<file path="src/rtl/fifo_rtl_1.sv">
// Synchronous FIFO, DEPTH x WIDTH, registered dout valid one clock after an accepted read.
// No stall output: writes when full (without a read) and reads when empty are silently dropped.
module fifo_rtl_1 #(
  parameter int WIDTH = 8,
  parameter int DEPTH = 8
) (
  input  logic             clk,
  input  logic             rst,
  input  logic             wt_en,
  input  logic             rd_en,
  input  logic [WIDTH-1:0] din,
  output logic [WIDTH-1:0] dout,
  output logic             full,
  output logic             empty
);

  localparam int AW = $clog2(DEPTH);
  localparam logic [AW:0] FULL_CNT = (AW+1)'(DEPTH);

  logic [WIDTH-1:0] mem [DEPTH];
  logic [AW-1:0]    wr_ptr;
  logic [AW-1:0]    rd_ptr;
  logic [AW:0]      count;
  logic             rd_acc;
  logic             wr_acc;

  // A read frees a slot on the same edge, so a full FIFO can still take a write.
  assign rd_acc = rd_en && !empty;
  assign wr_acc = wt_en && (!full || rd_acc);

  assign full  = (count == FULL_CNT);
  assign empty = (count == '0);

  always_ff @(posedge clk) begin
    if (wr_acc) begin
      mem[wr_ptr] <= din;
    end
  end

  always_ff @(posedge clk or posedge rst) begin
    if (rst) begin
      wr_ptr <= '0;
      rd_ptr <= '0;
      count  <= '0;
      dout   <= '0;
    end else begin
      if (wr_acc) begin
        wr_ptr <= wr_ptr + 1'b1;
      end
      if (rd_acc) begin
        rd_ptr <= rd_ptr + 1'b1;
        dout   <= mem[rd_ptr];
      end
      case ({wr_acc, rd_acc})
        2'b10:   count <= count + 1'b1;
        2'b01:   count <= count - 1'b1;
        default: count <= count;
      endcase
    end
  end

endmodule

</file>
<file path="config.mk">
export PLATFORM = sky130hd
export DESIGN_NAME = fifo_rtl_1
export DESIGN_NICKNAME = d
export VERILOG_FILES = /design/src/rtl/fifo_rtl_1.sv
export SDC_FILE = /design/constraint.sdc
export NUM_CORES = 1
export LEC_CHECK = 0
export ABC_AREA = 1
export CAP_MARGIN = 20
export CORE_MARGIN = 5
export CORE_UTILIZATION = 50
export DETAILED_ROUTE_END_ITERATION = 10
export PLACE_DENSITY = 0.75
export SLEW_MARGIN = 25
export SYNTH_ARGS = -nofsm -noshare
export SYNTH_HDL_FRONTEND = slang
export SYNTH_SLANG_ARGS = --single-unit
export TNS_END_PERCENT = 1
</file>
<file path="constraint.sdc">
create_clock -name clk -period 2.5 [get_ports clk]
set_clock_uncertainty 0.2 [all_clocks]
set_input_delay 0.5 -clock clk [delete_from_list [all_inputs] [get_ports clk]]
set_output_delay 0.5 -clock clk [all_outputs]
set_load 0.03 [all_outputs]
</file>
### Word-level counts from Yosys, hierarchy flattened

Memories as Yosys holds them, arrays and structs flattened. A register that Yosys moved wholly into a read port is not among the register bits.
Cells that the tools add are included.
Widths: inputs -> output; s select.

* memories kept: 1
* register bits: 10
* output and inout port bits: 10
* bits of input ports: 12
* memory bits (writable): 64

Memory list
* mem: words 8, width 8, rd ports 1, clocked after memory_dff 1, write ports 1, line 20 `logic [WIDTH-1:0] mem [DEPTH];`

* reductions and logical operators: 7
* eq/ne operators: 3
* add/sub/neg operators: 4
* muxes and demuxes: 3

Operators by type and width (count)
* $pmux 4 s2: 1
* $add 3x1->3 const B: 2
* $add 4x1->4 const B: 1
* $eq 4x4->1 const B: 1
* $logic_not 4->1: 1
* $sub 4x1->4 const B: 1
* $eq 2x1->1 const B: 1
* $eq 2x2->1 const B: 1
* $logic_and 1x1->1: 2
* $logic_not 1->1: 2
* $mux 1: 2
* $reduce_bool 2->1: 1
* $logic_or 1x1->1: 1

### Logic depth before layout (Yosys ltp)

Gate-level depths: netlist of the first run.

* word-level depth: 7
* gate-level depth with buffers: 13
* gate-level depth less buffers: 13

### Least setup slack after synthesis of the first run

No wires, ideal clock.

* path kind: register -> register
* from: register count[0]
* to: memory mem[0][0], enable pin
* stages on the path, launching flop included: 8
* required time: 1.917 ns
* path buffers: 1
* arrival: 1.480 ns
* clock period less this slack: 2.063 ns
* path slack: 0.437 ns
* path through: dfrtp_1 nor2_2 nand3_2 inv_2 nand2_4 nand2_2 buf_6 nor3_1

* elaborated cells between the ends (all ways): 9
* classes of those cells: eq/ne (1); mux (2); reduce/logical (6)

RTL lines
* start: declaration: line 23 `logic [AW:0] count;`
* start signal: assignment: line 55 `2'b10: count <= count + 1'b1;`
* start signal: assignment: line 56 `2'b01: count <= count - 1'b1;`
* start signal: assignment: line 57 `default: count <= count;`
* $eq 4x4->1: line 31 `assign full = (count == FULL_CNT);`
* via full: line 13 `output logic full,`
* $logic_not 1->1: line 29 `assign wr_acc = wt_en && (!full || rd_acc);`
* $logic_or 1x1->1: line 29
* $logic_and 1x1->1: line 29
* $mux 1: line 35 `if (wr_acc) begin`
* $mux 1 (implied by the code): line 36 `mem[wr_ptr] <= din;`
* end: declaration: line 20

The timed path passes the listed nets, and every way through them passes these cells.

### Worst setup path in the final report of the first run

* from: register count[0]
* to: output full

* cells in the longest elaborated chain, start to end: 1

RTL lines (line)
* $eq 4x4->1: 31
* end: declaration: 13

Every way passes these cells.

==> impl_results.md, run 1 <==
* # diodes at 0
* Die width at 92.7 um
* Routability cong. at 0.716
* Crit path capture type: output pin
* Port Buffer Count at 21
* Post-CTS Hold Fix Bufs at 0
* Initial Util at 0.508
* H-tree Lvls at 3
* TritonCTS clock tree: done
* P per Cell Area at 1150 mW/mm2
* Placed cell areas at 0.00375 mm2
* Die Ht at 92.7 um
* Syn_nets at 301
* Final setup margin at 0.239 ns
* CP startpoint kind: register
* Tot Pwr at 4.52 mW
* Die footprint at 0.00858 mm2
* Layout Nets at 334
* Commonest non-fill, non-tap cells in the layout: edfxtp_1 (64), nor2_1 (50), nand2_1 (30), o21ai_0 (27), clkdlybuf4s50_1 (19)
* Layout cells sized above 1 at 0.127
* Longest Clk Path Bufs at 2
* Total Neg Setup Slack at 0 ns
* RSZ-0062 raised after global routing: no
* Antenna-violating nets left at 0
* Synth top area cells: edfxtp_1 (56%), dfrtp_1 (13%), nor2_1 (5.5%), o21ai_0 (4.0%), o211ai_1 (3.5%)
* Period utilization at 0.904
* Worst-path clk slew at 0.09 ns
* Finished Cell Area at 0.00394 mm2
* Critical Path Slowest Stage Cell: dfrtp_1
* Min-Delay Path Class: input port to asynchronous set/reset pin
* Worst skew pair latency at 0.36 ns
* Achievable frequency at 442 MHz
* Critical Path AT at 1.56 ns
* Synth Warn # at 0
* Via Count at 2222
* GR Overflow Total at 0
* Core area at 0.00672 mm2
* Peak supply drop at 472 uV
* Pins over their slew limit at 0
* Req. time, crit path at 1.80 ns
* CTS Sinks at 82
* Final Util at 0.587
* Top Ports at 22
* Row cnt at 30
* Sequential cell area fraction in the yosys report at 0.695
* Worst Hold Margin at 0.266 ns
* Synth async-reset ratio at 0.220
* Final Hold Fails at 0
* Buf+Inv Stages, Crit Path at 2
* Post-Route WL at 6760 um
* Largest net degree at the start of global routing at 35
* Max FO, Critical Path at 4
* Synth Register Bits at 82
* Netlist cell types at 28
* Place WS at 0.0799 ns
* Status: completed
* Mapped Area at 0.00342 mm2
* Commonest non-fill, non-tap cell in the layout: edfxtp_1
* Initial antenna violation count at 0
* Ys flop type: edfxtp_1
* WS Path Type: register to output pin
* CP max stage delay at 0.44 ns
* Relative slew slack at 0.631
* # DRC at 0
* Top-area cell type share of the netlist area at 0.563
* Critical Path, Cell by Cell: nor2_2, nand3_2, inv_2, dlygate4sd2_1
* Area grow syn2layout at 15.4%
* Non-filler cells, final at 402
* Dpl cells at 386
* DRT Pass-1 Iters at 4
* Largest area contributor in the netlist: edfxtp_1
* Vias per cell at 5.53
* Number of DRC markers in iteration 0 at 161
* Final min period at 2.26 ns
* DR WL/cell at 16.8 um
* Number of global-route vias before repair at 2184
* Total track usage at 0.165
* Synth Instances at 284
* Pin slew with the least headroom to its limit at 0.552 ns
* Synthesized area per cell at 12.0 um2
* Number of synthesized flops with an enable pin at 64
* Num CTS Buffers at 9
* Hpwl dp at 4240 um
* First-pass GRT wire length at 10600 um
* Static leakage at 1.50 nW
* Clock Tree Root: clkbuf_8
* Critical path's top delay family: buffers and inverters
* Final Setup Violations at 0
* Max-Cap Viols at 0
path summary, 6_finish.rpt:
check / from / to / slack, ns / depth (start not counted)
min in group clk: dout[3] / dout[3] / 0.29 / 2
worst min-delay path: rst / rd_ptr[2] / 0.27 / 3
worst max-delay path: count[0] / full / 0.24 / 4
max in group asynchronous: rst / wr_ptr[0] / 1.61 / 3
worst max register to register: count[0] / count[3] / 0.38 / 12
worst min register to register: dout[3] / dout[3] / 0.29 / 2
flip-flops by register name, summed over array words and instances (netlist names):
name / cells
dout: 8
rd_ptr: 3
count: 4
mem: 64
wr_ptr: 3
kinds of logic after synthesis:
kind of cell / share of synthesized area
AO/OA/AOI/OAI: 0.0875
XOR/XNOR: 0.0154
adder cells (fa/ha/maj): 0.0205
buffers and inverters: 0.0396
flip-flops: 0.695
AND/OR/NAND/NOR: 0.142
layout make-up:
cell class	count	area (um2)
fill	535	2780
sequential	82	2370
multi-input combinational	173	908
timing repair buffer	34	309
clock buffer	11	131
tap	80	100
inverter	17	63.8
clock inverter	5	56.3
cell usage after synthesis, types with 2 or more instances:
cell / number
nand3_1: 13
o21ai_0: 27
o21ai_1: 6
nor3_1: 8
xor2_1: 5
nand2_2: 3
dfrtp_1: 18
buf_4: 2
o211ai_1: 16
inv_2: 4
edfxtp_1: 64
ha_1: 4
buf_2: 8
nand2_4: 2
nor2_2: 2
nand2_1: 30
nor2_1: 50
inv_1: 12
worst reg2reg max path: stages (launching register included):
cell and delay [ns]:
dfrtp_1 0.44, nor2_2 0.18, nand2_2 0.09, nand2_4 0.15
nor2_4 0.06, ha_1 0.34, nand3_1 0.11, nand3_1 0.10
nand4_1 0.10, nand2_1 0.09, nand2_1 0.06, nand2_1 0.06
inv_1 0.03
power by group:
part / switching (mW) / internal [mW] / total, mW / leakage (nW)
Clock: 0.445 / 0.460 / 0.905 / 0.0933
Sequential: 0.151 / 1.78 / 1.93 / 0.793
Combinational: 1.09 / 0.590 / 1.68 / 0.609
timing repair:
| item | CTS | global route |
|---|---|---|
| resized for setup | 1 | 1 |
| setup endpoints to repair | 1 | 1 |
| buffers inserted | 0 | 0 |
routing by layer:
layer / routed length, um / vias up / track usage
met3: 453 / 17 / 0.0544
li1: - / 1060 / -
met4: 135 / 0 / 0.0659
met2: 3370 / 74 / 0.280
met1: 2800 / 1071 / 0.195
met5: 0 / - / 0
No activity file was read; power rests on OpenSTA's default activity.
==> run 2, diff against run 1 <==
GPL_TIMING_DRIVEN = 0   (was not set)
HOLD_SLACK_MARGIN = 0.02   (was not set)
==> run 2 against run 1 <==
Against the previous run:
- core utilization up 0.43 points
- combinational power up 4%
- power up 2.9%
- count of clock-buffer cells in the layout down 1
- worst setup slack worse by 0.088 ns
- clock power up 4.0%
- routed wire length up 7.4%
- sequential cell count unchanged
- register-to-register slack worse by 0.16 ns
- first-iteration DRC count up 29%
- sequential power about the same
- critical path type is now input port to register
- critical endpoint is now mem[2][5]
==> impl_results.md, run 2 (synthesis results as in run 1) <==
* Status: completed
* Initial Util at 0.508 (unchanged)
* RSZ-0062 raised after global routing: no
* Storage cell area at 0.00237 mm2 (unchanged)
* Peak supply drop at 419 uV (-11%)
* Commonest non-fill, non-tap cells in the layout: edfxtp_1 (64), nor2_1 (50), nand2_1 (30), o21ai_0 (27), clkdlybuf4s50_1 (19)
* Static leakage at 1.49 nW (-0.32%)
* Max-Cap Viols at 0 (unchanged)
* Worst Setup SP: rd_en
* Row cnt at 30 (unchanged)
* Req. time, crit path at 2.28 ns (+0.48 ns)
* Number of global-route vias before repair at 2174 (-0.46%)
* Layout Nets at 334 (unchanged)
* Post-Route WL at 7260 um (+7.4%)
* TritonCTS clock tree: done
* Hpwl dp at 4590 um (+8.3%)
* Worst skew pair latency at 0.36 ns (about the same)
* Max FO, Critical Path at 10 (+6)
* WS Path Type: input port to register
* Worst-path clk slew at 0.08 ns (about the same)
* Pin slew with the least headroom to its limit at 0.958 ns (+0.406 ns)
* Routability cong. at 0.792 (+11%)
* Largest net degree at the start of global routing at 19 (-46%)
* Achievable frequency at 426 MHz (-3.7%)
* DRT Pass-1 Iters at 4 (unchanged)
* Critical Path AT at 2.13 ns (+0.57 ns)
* Area grow syn2layout at 16.2%
* First-pass GRT wire length at 11400 um (+7.8%)
* Antenna-violating nets left at 0 (unchanged)
* Worst Hold Margin at 0.279 ns (+0.0124 ns)
* Total track usage at 0.184 (+0.0188)
* CTS Sinks at 82 (unchanged)
* Pins over their slew limit at 0 (unchanged)
* CP startpoint kind: input port
* Vias per cell at 5.48 (-0.81%)
* Clock Tree Root: clkbuf_8
* Number of DRC markers in iteration 0 at 208 (+29%)
* Crit path capture: mem[2][5]
* Most flops, register: mem
* Die footprint at 0.00858 mm2 (unchanged)
* Reg2Reg Depth at 7 (-5)
* DR WL/cell at 18.1 um (+7.4%)
* Finished Cell Area at 0.00397 mm2 (+0.73%)
* Layout cells sized above 1 at 0.155 (+0.0280)
* Port Buffer Count at 21 (unchanged)
* Final Setup Violations at 0 (unchanged)
* R2r startpoint: count[0]
* Die width at 92.7 um (unchanged)
* Commonest non-fill, non-tap cell in the layout: edfxtp_1
* Via Count at 2204 (-0.81%)
* Min-Delay Path Class: register to register
* Initial antenna violation count at 0 (unchanged)
* Final Hold Fails at 0 (unchanged)
* Reg2Reg Setup Slack at 0.22 ns (-0.16 ns)
* GR Overflow Total at 0 (unchanged)
* Number of inserted filler cells in the final layout at 539 (+0.75%)
* Final min period at 2.35 ns (+0.0877 ns)
* Num CTS Buffers at 9 (unchanged)
* Reg2reg end: mem[2][5]
* # DRC at 0 (unchanged)
* Relative slew slack at 0.358 (-0.274)
* Area of the multi-input gates at 948 um2 (+4.4%)
* Post-CTS Hold Fix Bufs at 0 (unchanged)
* Placed cell areas at 0.00377 mm2 (+0.57%)
* Longest Clk Path Bufs at 2 (unchanged)
* Period utilization at 0.939 (+0.0351)
* Top flop regs: mem x64, dout x8, count x4
* P per Cell Area at 1170 mW/mm2 (+2.2%)
* Top Ports at 22 (unchanged)
* Core area at 0.00672 mm2 (unchanged)
* Crit path capture type: register
* H-tree Lvls at 3 (unchanged)
* # diodes at 0 (unchanged)
* Max reg flops at 64 (unchanged)
* Die Ht at 92.7 um (unchanged)
-- run 2: changes by cell type in the layout (fill, tap and decap cells not counted), moves of 8 or more --
| cell | before | now |
|---|---|---|
| nor3_1 | 8 | 0 |
| buf_4 | 13 | 3 |
| nor3_2 | 0 | 8 |
| buf_2 | 0 | 8 |
-- run 2: how the worst min path moves through the flow --
stage / start / end / depth (start not counted)
after floorplan: rst / count[0] / 1
after global placement: dout[4] / dout[4] / 2
after detailed placement: dout[4] / dout[4] / 2
after CTS: dout[4] / dout[4] / 2
after global routing: dout[4] / dout[4] / 2
final: dout[4] / dout[4] / 2
-- run 2: report_power, final --
group / leakage [nW] / internal, mW / total [mW] / switching (mW)
clock: 0.0925 / 0.463 / 0.941 / 0.478
combinational: 0.605 / 0.601 / 1.75 / 1.15
sequential: 0.793 / 1.78 / 1.96 / 0.174
-- run 2: final cells by class --
class                   count  share of cell area
plain buffers              12              0.0180
clock buffers              10              0.0321
clock inverters             6              0.0170
inverters                  17              0.0161
multi-input cells         173               0.239
flip-flops and latches     82               0.598
well taps                  80              0.0252
repair buffers             22              0.0552
-- run 2: worst max-delay path: stages --
cell and delay, ns:
clkdlybuf4s50_1 0.50, nand2_4 0.10, nand2_4 0.08, nand2_2 0.06, buf_6 0.16, nor3_2 0.72
-- run 2: stage by stage --
stage	power [mW]	setup TNS [ns]	util	setup slack, ns	std cells
2_1_floorplan	3.11	0	-	0.437	284
3_3_place_gp	3.63	-35.92	0.555	-0.640	385
3_5_place_dp	3.73	-8.21	0.562	-0.198	386
4_1_cts	4.66	0	0.591	0.0143	402
5_1_grt	4.92	0	0.591	0.118	402
6_report	4.65	0	0.591	0.151	402
-- run 2: timing repair --
action,CTS,global route
setup endpoints to repair,1,1
gates resized for setup,1,1
buffers inserted,0,0
-- run 2: per-layer routing --
layer,GRT usage,share of wire
met1,0.240,0.40
met2,0.303,0.50
met3,0.0341,0.074
met4,0.0806,0.027
met5,0,0
